## config.mk

```make
export PLATFORM = sky130hd
export DESIGN_NAME = hazard_fwd_unit_flat
export DESIGN_NICKNAME = d
export VERILOG_FILES = /design/src/rtl/hazard_fwd_unit_if.sv /design/src/rtl/hazard_fwd_unit.sv /design/src/flat_wrapper.sv
export SDC_FILE = /design/constraint.sdc
export NUM_CORES = 1
export LEC_CHECK = 0
export ABC_CLOCK_PERIOD_IN_PS = 3000
export BUFFER_PORTS_ARGS = -buffer_cell sky130_fd_sc_hd__buf_2
export CAP_MARGIN = 5
export CORE_MARGIN = 2
export CORE_UTILIZATION = 48
export CTS_BUF_LIST = sky130_fd_sc_hd__clkbuf_8
export CTS_CLUSTER_SIZE = 20
export DETAILED_ROUTE_END_ITERATION = 8
export HOLD_SLACK_MARGIN = 0.15
export PLACE_DENSITY = 0.94
export SYNTH_ARGS = -nofsm -noshare
export SYNTH_HDL_FRONTEND = slang
export SYNTH_SLANG_ARGS = --single-unit
```

## constraint.sdc

```tcl
create_clock -name clk -period 3 [get_ports clk]
set_clock_uncertainty 0.15 [all_clocks]
set_input_delay 0.15 -clock clk [delete_from_list [all_inputs] [get_ports clk]]
set_output_delay 0.15 -clock clk [all_outputs]
set_load 0.02 [all_outputs]
```

## src/rtl/hazard_fwd_unit_if.sv

```systemverilog
// Bus between the ID/EX pipeline control and the hazard/forwarding unit.
`default_nettype none

interface hazard_fwd_unit_if #(
  parameter int CNT_W = 32
);

  logic [31:0]      inst_id;
  logic             id_use_rs1;
  logic             id_use_rs2;
  logic             id_rf_we;
  logic             is_load_id;
  logic             is_branch;
  logic [31:0]      ex_alu_c;
  logic [31:0]      mem_wd;
  logic [31:0]      wb_wd;
  logic             load_stop;
  logic             rd1_sel;
  logic             rd2_sel;
  logic [31:0]      rdata1_f;
  logic [31:0]      rdata2_f;
  logic [CNT_W-1:0] stall_cnt;
  logic [CNT_W-1:0] flush_cnt;

  // Pipeline side: supplies the ID instruction and stage data, consumes controls.
  modport master (
    output inst_id, id_use_rs1, id_use_rs2, id_rf_we, is_load_id, is_branch,
    output ex_alu_c, mem_wd, wb_wd,
    input  load_stop, rd1_sel, rd2_sel, rdata1_f, rdata2_f, stall_cnt, flush_cnt
  );

  modport slave (
    input  inst_id, id_use_rs1, id_use_rs2, id_rf_we, is_load_id, is_branch,
    input  ex_alu_c, mem_wd, wb_wd,
    output load_stop, rd1_sel, rd2_sel, rdata1_f, rdata2_f, stall_cnt, flush_cnt
  );

endinterface

`default_nettype wire

```

## src/rtl/hazard_fwd_unit.sv

```systemverilog
// hazard_fwd_unit: load-use stall detection, youngest-producer operand forwarding,
// and saturating stall/flush event counters. Rev 1.0.
`default_nettype none

module hazard_fwd_unit #(
  parameter int CNT_W = 32
) (
  input  wire logic          clk,
  input  wire logic          rst_n,
  hazard_fwd_unit_if.slave   bus
);

  // Shadow occupancy of the downstream stages.
  logic [4:0]       ex_rd_q,  ex_rd_d;
  logic             ex_we_q,  ex_we_d;
  logic             ex_ld_q,  ex_ld_d;
  logic [4:0]       mem_rd_q, mem_rd_d;
  logic             mem_we_q, mem_we_d;
  logic [4:0]       wb_rd_q,  wb_rd_d;
  logic             wb_we_q,  wb_we_d;
  logic [CNT_W-1:0] stall_cnt_q, stall_cnt_d;
  logic [CNT_W-1:0] flush_cnt_q, flush_cnt_d;

  logic [4:0]  w_rs       [2];
  logic        w_use      [2];
  logic        w_ex_match [2];
  logic        w_mem_match[2];
  logic        w_wb_match [2];
  logic        w_sel      [2];
  logic [31:0] w_fwd      [2];
  logic        w_hz;
  logic        w_load_stop;
  logic        w_unused_inst;

  assign w_rs[0]  = bus.inst_id[19:15];
  assign w_rs[1]  = bus.inst_id[24:20];
  assign w_use[0] = bus.id_use_rs1;
  assign w_use[1] = bus.id_use_rs2;

  // Opcode/funct fields are decoded elsewhere; only register indices matter here.
  assign w_unused_inst = ^{bus.inst_id[31:25], bus.inst_id[14:12], bus.inst_id[6:0]};

  function automatic logic producer_match(
    input logic       we,
    input logic [4:0] rd,
    input logic [4:0] rs,
    input logic       use_rs
  );
    return we && (rd != 5'd0) && (rd == rs) && use_rs;
  endfunction

  always_comb begin
    for (int n = 0; n < 2; n++) begin
      w_ex_match[n]  = producer_match(ex_we_q,  ex_rd_q,  w_rs[n], w_use[n]);
      w_mem_match[n] = producer_match(mem_we_q, mem_rd_q, w_rs[n], w_use[n]);
      w_wb_match[n]  = producer_match(wb_we_q,  wb_rd_q,  w_rs[n], w_use[n]);
    end
  end

  // A load in EX has no data yet; it stalls instead of forwarding.
  assign w_hz        = ex_ld_q && (w_ex_match[0] || w_ex_match[1]);
  assign w_load_stop = w_hz && !bus.is_branch;

  always_comb begin
    for (int n = 0; n < 2; n++) begin
      w_sel[n] = 1'b0;
      w_fwd[n] = 32'd0;
      if (w_ex_match[n] && !ex_ld_q) begin
        w_sel[n] = 1'b1;
        w_fwd[n] = bus.ex_alu_c;
      end else if (w_mem_match[n]) begin
        w_sel[n] = 1'b1;
        w_fwd[n] = bus.mem_wd;
      end else if (w_wb_match[n]) begin
        w_sel[n] = 1'b1;
        w_fwd[n] = bus.wb_wd;
      end
    end
  end

  always_comb begin
    wb_rd_d  = mem_rd_q;
    wb_we_d  = mem_we_q;
    mem_rd_d = ex_rd_q;
    mem_we_d = ex_we_q;
    ex_rd_d  = bus.inst_id[11:7];
    ex_we_d  = bus.id_rf_we;
    ex_ld_d  = bus.is_load_id;
    // A killed or held ID instruction must not appear as a producer in EX.
    if (bus.is_branch || w_load_stop) begin
      ex_rd_d = 5'd0;
      ex_we_d = 1'b0;
      ex_ld_d = 1'b0;
    end
  end

  always_comb begin
    stall_cnt_d = stall_cnt_q;
    flush_cnt_d = flush_cnt_q;
    if (w_load_stop && (stall_cnt_q != {CNT_W{1'b1}})) begin
      stall_cnt_d = stall_cnt_q + CNT_W'(1);
    end
    if (bus.is_branch && (flush_cnt_q != {CNT_W{1'b1}})) begin
      flush_cnt_d = flush_cnt_q + CNT_W'(1);
    end
  end

  always_ff @(posedge clk or negedge rst_n) begin
    if (!rst_n) begin
      ex_rd_q     <= 5'd0;
      ex_we_q     <= 1'b0;
      ex_ld_q     <= 1'b0;
      mem_rd_q    <= 5'd0;
      mem_we_q    <= 1'b0;
      wb_rd_q     <= 5'd0;
      wb_we_q     <= 1'b0;
      stall_cnt_q <= '0;
      flush_cnt_q <= '0;
    end else begin
      ex_rd_q     <= ex_rd_d;
      ex_we_q     <= ex_we_d;
      ex_ld_q     <= ex_ld_d;
      mem_rd_q    <= mem_rd_d;
      mem_we_q    <= mem_we_d;
      wb_rd_q     <= wb_rd_d;
      wb_we_q     <= wb_we_d;
      stall_cnt_q <= stall_cnt_d;
      flush_cnt_q <= flush_cnt_d;
    end
  end

  assign bus.load_stop = w_load_stop;
  assign bus.rd1_sel   = w_sel[0];
  assign bus.rd2_sel   = w_sel[1];
  assign bus.rdata1_f  = w_fwd[0];
  assign bus.rdata2_f  = w_fwd[1];
  assign bus.stall_cnt = stall_cnt_q;
  assign bus.flush_cnt = flush_cnt_q;

endmodule

`default_nettype wire

```

## src/flat_wrapper.sv

```systemverilog
// flat-port wrapper written by rule: the top's interface ports become plain ports
module hazard_fwd_unit_flat 
#(
  parameter int CNT_W = 32
)
  (clk, rst_n, bus_inst_id, bus_id_use_rs1, bus_id_use_rs2, bus_id_rf_we, bus_is_load_id, bus_is_branch, bus_ex_alu_c, bus_mem_wd, bus_wb_wd, bus_load_stop, bus_rd1_sel, bus_rd2_sel, bus_rdata1_f, bus_rdata2_f, bus_stall_cnt, bus_flush_cnt);
  hazard_fwd_unit_if #(.CNT_W(CNT_W)) bus_i ();
  input  wire logic clk;
  input  wire logic rst_n;
  input wire logic [$bits(bus_i.inst_id)-1:0] bus_inst_id;
  input wire logic [$bits(bus_i.id_use_rs1)-1:0] bus_id_use_rs1;
  input wire logic [$bits(bus_i.id_use_rs2)-1:0] bus_id_use_rs2;
  input wire logic [$bits(bus_i.id_rf_we)-1:0] bus_id_rf_we;
  input wire logic [$bits(bus_i.is_load_id)-1:0] bus_is_load_id;
  input wire logic [$bits(bus_i.is_branch)-1:0] bus_is_branch;
  input wire logic [$bits(bus_i.ex_alu_c)-1:0] bus_ex_alu_c;
  input wire logic [$bits(bus_i.mem_wd)-1:0] bus_mem_wd;
  input wire logic [$bits(bus_i.wb_wd)-1:0] bus_wb_wd;
  output wire logic [$bits(bus_i.load_stop)-1:0] bus_load_stop;
  output wire logic [$bits(bus_i.rd1_sel)-1:0] bus_rd1_sel;
  output wire logic [$bits(bus_i.rd2_sel)-1:0] bus_rd2_sel;
  output wire logic [$bits(bus_i.rdata1_f)-1:0] bus_rdata1_f;
  output wire logic [$bits(bus_i.rdata2_f)-1:0] bus_rdata2_f;
  output wire logic [$bits(bus_i.stall_cnt)-1:0] bus_stall_cnt;
  output wire logic [$bits(bus_i.flush_cnt)-1:0] bus_flush_cnt;
  assign bus_i.inst_id = bus_inst_id;
  assign bus_i.id_use_rs1 = bus_id_use_rs1;
  assign bus_i.id_use_rs2 = bus_id_use_rs2;
  assign bus_i.id_rf_we = bus_id_rf_we;
  assign bus_i.is_load_id = bus_is_load_id;
  assign bus_i.is_branch = bus_is_branch;
  assign bus_i.ex_alu_c = bus_ex_alu_c;
  assign bus_i.mem_wd = bus_mem_wd;
  assign bus_i.wb_wd = bus_wb_wd;
  assign bus_load_stop = bus_i.load_stop;
  assign bus_rd1_sel = bus_i.rd1_sel;
  assign bus_rd2_sel = bus_i.rd2_sel;
  assign bus_rdata1_f = bus_i.rdata1_f;
  assign bus_rdata2_f = bus_i.rdata2_f;
  assign bus_stall_cnt = bus_i.stall_cnt;
  assign bus_flush_cnt = bus_i.flush_cnt;
  hazard_fwd_unit #(.CNT_W(CNT_W)) u_core (.clk(clk), .rst_n(rst_n), .bus(bus_i));
endmodule
```

### After elaboration in Yosys (flattened, before gate mapping)

Index checks and enable logic that the tools add are counted.

| storage, ports and cells | value |
|---|---|
| register bits after elaboration | 83 |
| output and inout port bits | 131 |
| logic and storage cells | 62 |

| operators by class | value |
|---|---|
| add/sub/neg operators | 2 |
| eq/ne operators | 8 |
| muxes and demuxes | 15 |
| reduce and logical (&&, ||, !) cells | 28 |

Operators with widths:

| kind | number |
|---|---|
| two-way mux 32 bit | 6 |
| adder 32 x 1 -> 32 bit, second input constant | 2 |
| != test 32 bit, second input constant | 2 |
| equality test 5 bit | 6 |
| logical AND 1 bit | 21 |
| nonzero test 5 bit | 3 |
| two-way mux 1 bit | 8 |
| two-way mux 5 bit | 1 |
| zero test 1 bit | 2 |
| logical OR 1 bit | 2 |

### Longest topological paths before layout

Gate-level depths: netlist of run 1.

| depth | value |
|---|---|
| depth after elaboration | 9 |
| depth in mapped cells | 8 |
| depth with buffers taken out | 7 |

### Worst setup path before layout of run 1

No wires, ideal clock.

| path | value |
|---|---|
| path kind | reg-to-output |
| start | register u_core.mem_rd_q[0] |
| end | output port bus_rdata2_f[11] |
| data arrival time | 2.142 ns |
| data required time | 2.700 ns |
| setup slack | 0.558 ns |
| stages on the path, launching flop included | 8 |
| cells stage by stage | dfrtp_1 -> or4_1 -> o21ai_0 -> nor3_2 -> nor2_4 -> buf_2 -> nand2_1 -> a31oi_1 |

| on the way | value |
|---|---|
| longest elaborated chain between the ends | 6 |

Ends and longest elaborated chain:

| element | line | text |
|---|---|---|
| start, declared | hazard_fwd_unit.sv:17 | `logic [4:0] mem_rd_q, mem_rd_d;` |
| start signal, assigned | hazard_fwd_unit.sv:123 | `mem_rd_q <= mem_rd_d;` |
| nonzero test 5 bit | hazard_fwd_unit.sv:49 | `return we && (rd != 5'd0) && (rd == rs) && use_rs;` |
| logical AND 1 bit | hazard_fwd_unit.sv:49 |  |
| logical AND 1 bit * (2 in a row) | hazard_fwd_unit.sv:49 |  |
| two-way mux 32 bit * | hazard_fwd_unit.sv:71 | `end else if (w_mem_match[n]) begin` |
| two-way mux 32 bit * | hazard_fwd_unit.sv:68 | `if (w_ex_match[n] && !ex_ld_q) begin` |
| end, declared | flat_wrapper.sv:23 | `output wire logic [$bits(bus_i.rdata2_f)-1:0] bus_rdata2_f;` |

Every way passes the cells marked *; elsewhere a longest branch is shown, timed or not.

### Worst setup path after layout of run 1

| path | value |
|---|---|
| start | register u_core.mem_rd_q[0] |
| end | output port bus_rdata2_f[21] |

Same word-level chain as after synthesis.

==> results of run 1 <==
-- cell usage after synthesis (all sizes together) --
cell type   n  area (µm²)
a211oi      2        20.0
a31oi      18         113
nand4      46         294
o21ai       1        5.00
clkbuf     23        86.3
ha          2        25.0
xnor2      65         569
or3         3        23.8
a2111oi     1        27.5
nand2b      1        6.26
nor3b       1        12.5
nand2      67         251
nor2b       1        6.26
nor4        5        46.3
nor2       83         327
buf         9        45.0
or2         1        8.76
xor2       26         228
dfrtp      83        2080
a21boi      1        7.51
a22oi      46         345
o21a        1        7.51
a21oi      48         240
and3b       1        8.76
and4b       1        10.0
nand3b      2        15.0
nor3       13        80.1
and4        5        45.0
inv         3        11.3
and3       16         103
nand3      27         135
mux2        2        22.5
and2       13        81.3
a211o       1        17.5
or4         2        15.0
-- sequential cells by signal, indices dropped and copies added (netlist names) --
name / flops
u_core.ex_rd_q: 5
u_core.ex_we_q: 1
u_core.wb_we_q: 1
u_core.ex_ld_q: 1
u_core.bus.flush_cnt: 32
u_core.mem_rd_q: 5
u_core.bus.stall_cnt: 32
u_core.mem_we_q: 1
u_core.wb_rd_q: 5
-- metrics by stage --
step	setup slack, ns	instances	instance area [µm²]
after global routing	0.00646	1029	7210
after CTS	0.0721	1028	7200
after floorplan	0.558	620	5320
final	0.0887	1030	7220
after detailed placement	0.337	993	6790
after global placement	0.356	993	6790
-- cell type report --
cell class | count | area (µm²)
Fill cell | 802 | 3620
Tap cell | 140 | 175
Inverter | 3 | 11.3
Sequential cell | 83 | 2080
Clock buffer | 11 | 151
Clock inverter | 5 | 75.1
Multi-Input combinational cell | 502 | 3130
Antenna cell | 2 | 5.00
Timing Repair Buffer | 284 | 1590
-- cell usage in the layout (no fill, tap or decap), types with 4 or more instances in the layout --
cell type / netlist / routed
clkbuf_8: 0 / 11
nor3_1: 10 / 10
a31oi_1: 18 / 18
nor2_1: 81 / 81
buf_4: 0 / 19
nand4_1: 45 / 45
dfrtp_1: 83 / 83
buf_2: 9 / 247
nand2_1: 67 / 67
and2_1: 13 / 13
dlygate4sd3_1: 0 / 15
and4_1: 4 / 4
a22oi_1: 46 / 46
xnor2_1: 65 / 65
and3_1: 14 / 14
nand3_1: 27 / 27
xor2_1: 26 / 26
a21oi_1: 48 / 47
-- power groups by stage --
| stage | Clock, mW | Combinational (mW) | Sequential [mW] |
|---|---|---|---|
| 2_1_floorplan | 0 | 0.129 | 1.31 |
| 3_3_place_gp | 0 | 0.375 | 1.27 |
| 3_5_place_dp | 0 | 0.387 | 1.27 |
| 4_1_cts | 0.908 | 0.407 | 1.25 |
| 5_1_grt | 0.954 | 0.446 | 1.26 |
| 6_report | 0.909 | 0.417 | 1.26 |
-- worst paths after layout --
kind                       slack (ns)  cells after the start                  endpoint
setup / recovery                 0.09                      9          bus_rdata2_f[21]
hold / removal                   0.23                      0            u_core.wb_we_q
setup reg to reg                 0.40                      7  u_core.bus.flush_cnt[31]
hold reg to reg                  0.23                      0            u_core.wb_we_q
max in group asynchronous        1.70                      2  u_core.bus.stall_cnt[26]
min in group asynchronous        0.34                      2  u_core.bus.flush_cnt[31]
-- worst reg2reg max path, stage by stage, from the launching register on --
cell	delay, ns
dfrtp_1	0.47
ha_1	0.27
and3_2	0.22
and3_1	0.23
a2111oi_4	0.50
nor3b_2	0.36
nand4_1	0.15
xnor2_1	0.15
-- logic make-up (layout without fill, tap and decap cells) --
| family | Yosys count | count (layout) | share of synthesized area (%) |
|---|---|---|---|
| buf+inv | 35 | 303 | 2.68 |
| simple gates | 288 | 288 | 27.6 |
| mux | 2 | 2 | 0.424 |
| compound gates | 119 | 119 | 14.7 |
| flops | 83 | 83 | 39.1 |
| other cells | 0 | 2 | 0 |
| xor+xnor | 91 | 91 | 15.0 |
| fa+ha+maj | 2 | 2 | 0.471 |
-- routing by layer --
layer	part of all wire, %	global-route usage [%]
met1	38	34.9
met2	50	51.4
met3	8.4	5.38
met4	3.3	12.1
met5	0	0
-- timing repair --
item	4_1_cts	5_1_grt
gates resized for setup	1	2
endpoints found under the setup margin	28	3
setup buffers	4	0
hold buffers	15	0
endpoints found under the hold margin	92	0
pin swaps	2	0
==> reports/results.txt, run 1 <==
status - finished clean
Synth cell types - 43
total number of yosys warnings - 0
Critical Path RT - 2.70 ns
H-tree depth - 3
Mapped Avg Cell Area - 8.57 µm²
DRT Wirelength - 18.1 mm
die area - 11900 µm²
pin count of the biggest net entering global routing - 84
Critical path origin - u_core.mem_rd_q[0]
Final HPWL DP - 12.5 mm
WL/cell - 17.6 µm
Layout area overhead - 35.7%
die width - 109 µm
CP Launch Type - register
Power Total - 2.58 mW
I/O pin count - 266
grt ovf - 0
Rows - 38
Vias - 6006
root buffer cell - clkbuf_8
Setup TNS - 0 ns
clock latency on the worst-skew pair - 0.36 ns
Slowest cell on crit path - or4_1
critical path peak fanout - 15
switching fraction of total power - 27.8%
DRC viols - 0
First-pass DRT Iterations - 8
Slew headroom - 32.7%
cell family with most CP delay - simple AND/OR/NAND/NOR gates
TritonCTS buffer count - 9
worst hold slack - 0.225 ns
actual slew at the worst max-slew pin - 1.01 ns
Total GRT Usage - 29.2%
Max Slew Vio Count - 0
hold path startpoint - u_core.mem_we_q
Logic pwr share - 16.2%
period utilisation layout - 97.0%
Routability Congestion - 0.957
worst min path class - reg -> reg
Fmax - 343 MHz
DRT iter0 DRCs - 662
leakage - 3.64 nW
register bit total from synthesis - 83
Critical Path End Type - output port
Die Ht - 109 µm
CTS tree - done
Synthesized Nets - 757
Switch Pwr - 0.719 mW
crit-path cells - or4_1 > o21ai_0 > buf_4 > nor3_4 > nor2_4 > buf_12 > nand2_1 > a31oi_1 > buf_2
Starting Density - 49.0%
Mapped Cells - 620
core area - 10800 µm²
first-pass GRT wire length - 27.3 mm
post-synthesis sequential area ratio - 39.1%
CTS sink count - 83
CP max stage delay - 0.53 ns
Seq pwr share - 48.7%
# port buffers - 248
classification of the worst setup path - reg -> out
pwr dens - 358 nW/µm²
nets@finish - 1020
setup violators final - 0
clock buffer depth - 2
crit path DAT - 2.61 ns
initial antenna violation count - 1
final core utilization - 66.6%
CTS clk-pin slew, worst paths - 0.08 ns
Reg-to-Reg Start - u_core.bus.flush_cnt[0]
synthesized area - 5320 µm²
clock group share of total power - 35.2%
Buf+Inv Stages, Crit Path - 3
vias in the first global route - 5520
Internal - 1.87 mW
DR vias/cell - 5.83
post-route ant nets - 0
Fin. Hold Viols - 0
maxcap violations - 0
VDD IR max - 0.491 mV
share of cells above drive strength 1 - 34.6%
RSZ-0062 raised after global routing - no
final period demand of the worst path - 2.91 ns
Note: power is estimated with default switching activity, not from simulation.
==> run 2, diff against run 1 <==
--- a/config.mk
+++ b/config.mk
@@ -15,6 +15,8 @@
 export DETAILED_ROUTE_END_ITERATION = 8
 export HOLD_SLACK_MARGIN = 0.15
 export PLACE_DENSITY = 0.94
+export SETUP_SLACK_MARGIN = 0.1
+export SKIP_CTS_REPAIR_TIMING = 1
 export SYNTH_ARGS = -nofsm -noshare
 export SYNTH_HDL_FRONTEND = slang
 export SYNTH_SLANG_ARGS = --single-unit
==> run 2 against run 1 <==
- sequential power about the same
- cell count fell by 0.19%
- critical path type unchanged
- sequential share of layout area shrank 0.24 points
- power about the same
- largest power group unchanged
- via count grew 0.45%
- highest routed layer unchanged
==> reports/results.txt, run 2 (same netlist as run 1, synthesis figures left out) <==
classification of the worst setup path - reg -> out (unchanged)
post-route ant nets - 0 (unchanged)
final instance area - 7290 µm² (was 7220 µm²)
Post-Place Worst Slack - 0.337 ns (unchanged)
Seq. cell area - 2080 µm² (about the same)
Critical Path End Type - output port (unchanged)
Layout area overhead - 37.0% (was 35.7%)
CTS tree - done (unchanged)
clock latency on the worst-skew pair - 0.36 ns (about the same)
core area - 10800 µm² (unchanged)
DRT Wirelength - 18.2 mm (was 18.1 mm)
CTS clk-pin slew, worst paths - 0.08 ns (about the same)
setup violators final - 0 (unchanged)
Routability Congestion - 0.957 (unchanged)
Vias - 6033 (was 6006)
placed cell count - 993 (unchanged)
CP Launch Type - register (unchanged)
nets@finish - 1018 (was 1020)
first-pass GRT wire length - 25.9 mm (was 27.3 mm)
Setup TNS - 0 ns (unchanged)
I/O pin count - 266 (unchanged)
vias in the first global route - 5295 (was 5520)
Total GRT Usage - 27.5% (was 29.2%)
TritonCTS buffer count - 9 (unchanged)
DRC viols - 0 (unchanged)
status - finished clean (unchanged)
DR vias/cell - 5.87 (was 5.83)
crit path DAT - 2.53 ns (was 2.61 ns)
# port buffers - 248 (unchanged)
final period demand of the worst path - 2.83 ns (was 2.91 ns)
maxcap violations - 0 (unchanged)
share of cells above drive strength 1 - 35.9% (was 34.6%)
Fillers - 787 (was 802)
Post-DP Area - 6790 µm² (unchanged)
period utilisation layout - 94.5% (was 97.0%)
pwr dens - 355 nW/µm² (was 358 nW/µm²)
CTS sink count - 83 (unchanged)
pin count of the biggest net entering global routing - 84 (unchanged)
Rows - 38 (unchanged)
Slew headroom - 32.0% (was 32.7%)
initial antenna violation count - 1 (unchanged)
root buffer cell - clkbuf_8 (unchanged)
critical path peak fanout - 15 (unchanged)
RSZ-0062 raised after global routing - yes (was no)
die width - 109 µm (unchanged)
Fin. Hold Viols - 0 (unchanged)
actual slew at the worst max-slew pin - 1.02 ns (was 1.01 ns)
Die Ht - 109 µm (unchanged)
VDD IR max - 0.502 mV (was 0.491 mV)
most frequent cells in the layout - 242 x buf_2, 81 x dfrtp_1, 79 x nor2_1, 67 x nand2_1, 65 x xnor2_1 (was 247 x buf_2, 83 x dfrtp_1, 81 x nor2_1, 67 x nand2_1, 65 x xnor2_1)
Starting Density - 49.0% (unchanged)
Layout Cells excl Fill - 1028 (was 1030)
footprint of the multi-input gates - 3170 µm² (was 3130 µm²)
DRT iter0 DRCs - 758 (was 662)
Critical Path RT - 2.70 ns (about the same)
worst min path class - reg -> reg (unchanged)
Max Slew Vio Count - 0 (unchanged)
clock buffer depth - 2 (unchanged)
H-tree depth - 3 (unchanged)
WL/cell - 17.7 µm (was 17.6 µm)
Fmax - 353 MHz (was 343 MHz)
leakage - 3.64 nW (about the same)
grt ovf - 0 (unchanged)
First-pass DRT Iterations - 5 (was 8)
most common cell after layout, fill and taps aside - buf_2 (unchanged)
Final HPWL DP - 12.5 mm (unchanged)
PnR worst setup slack - 0.165 ns (was 0.0887 ns)
die area - 11900 µm² (unchanged)
-- run 2: cell types whose count changed in the layout (fill, tap and decap cells not counted), moves of 2 or more --
cell           previous run  this run
nor2_1                   81        79
buf_2                   247       242
dlygate4sd3_1            15         9
dfrtp_2                   0         2
a31oi_2                   0         2
a31oi_1                  18        16
dfrtp_1                  83        81
buf_6                     0         4
buf_4                    19        22
-- run 2: worst max-delay path, cell delays in order (launching register included) --
cell	delay (ns)
dfrtp_2	0.45
or4_1	0.50
o21ai_0	0.18
buf_4	0.17
nor3_4	0.05
nor2_4	0.10
buf_12	0.14
buf_12	0.14
nand2_1	0.06
a31oi_1	0.20
buf_4	0.18
-- run 2: through the flow --
| step | hold slack [ns] | total power, mW | utilization, % |
|---|---|---|---|
| after detailed placement | 0.209 | 1.66 | 62.6 |
| after floorplan | -0.296 | 1.44 | - |
| final | 0.228 | 2.58 | 67.2 |
| after global routing | 0.234 | 2.66 | 67.2 |
| after global placement | 0.207 | 1.64 | 62.6 |
| after CTS | -0.168 | 2.55 | 64.7 |
-- run 2: final cells by class --
type,count,area share [%]
Clock buffer,11,2.08
Clock inverter,5,1.03
Inverter,3,0.155
Multi-Input combinational cell,502,43.5
Timing Repair Buffer,282,22.2
Sequential cell,83,28.5
Tap cell,140,2.40
Antenna cell,2,0.0687
-- run 2: report_power, final --
part	total (mW)	internal, mW	switching [mW]
combinational	0.411	0.178	0.233
sequential	1.26	1.17	0.0829
clock	0.917	0.510	0.407
total	2.58	1.86	0.722
-- run 2: per-layer routing --
layer | vias up | part of all wire, % | wire (µm) | track usage, %
met2 | 355 | 50 | 9120 | 47.4
met5 | - | 0 | 0 | 0
met3 | 59 | 8.4 | 1530 | 5.62
met1 | 2870 | 38 | 6950 | 33.0
met4 | 0 | 3.4 | 618 | 12.2
li1 | 2749 | - | - | -
-- run 2: path summary, 6_finish.rpt --
kind	start	to	slack, ns	cells past startpoint
hold / removal	u_core.mem_we_q	u_core.wb_we_q	0.23	0
hold reg to reg	u_core.mem_we_q	u_core.wb_we_q	0.23	0
max in group asynchronous	rst_n	u_core.mem_rd_q[3]	1.66	2
min in group asynchronous	rst_n	u_core.bus.flush_cnt[14]	0.34	2
setup reg to reg	u_core.bus.flush_cnt[0]	u_core.bus.flush_cnt[31]	0.41	7
setup / recovery	u_core.mem_rd_q[3]	bus_rdata2_f[21]	0.17	10
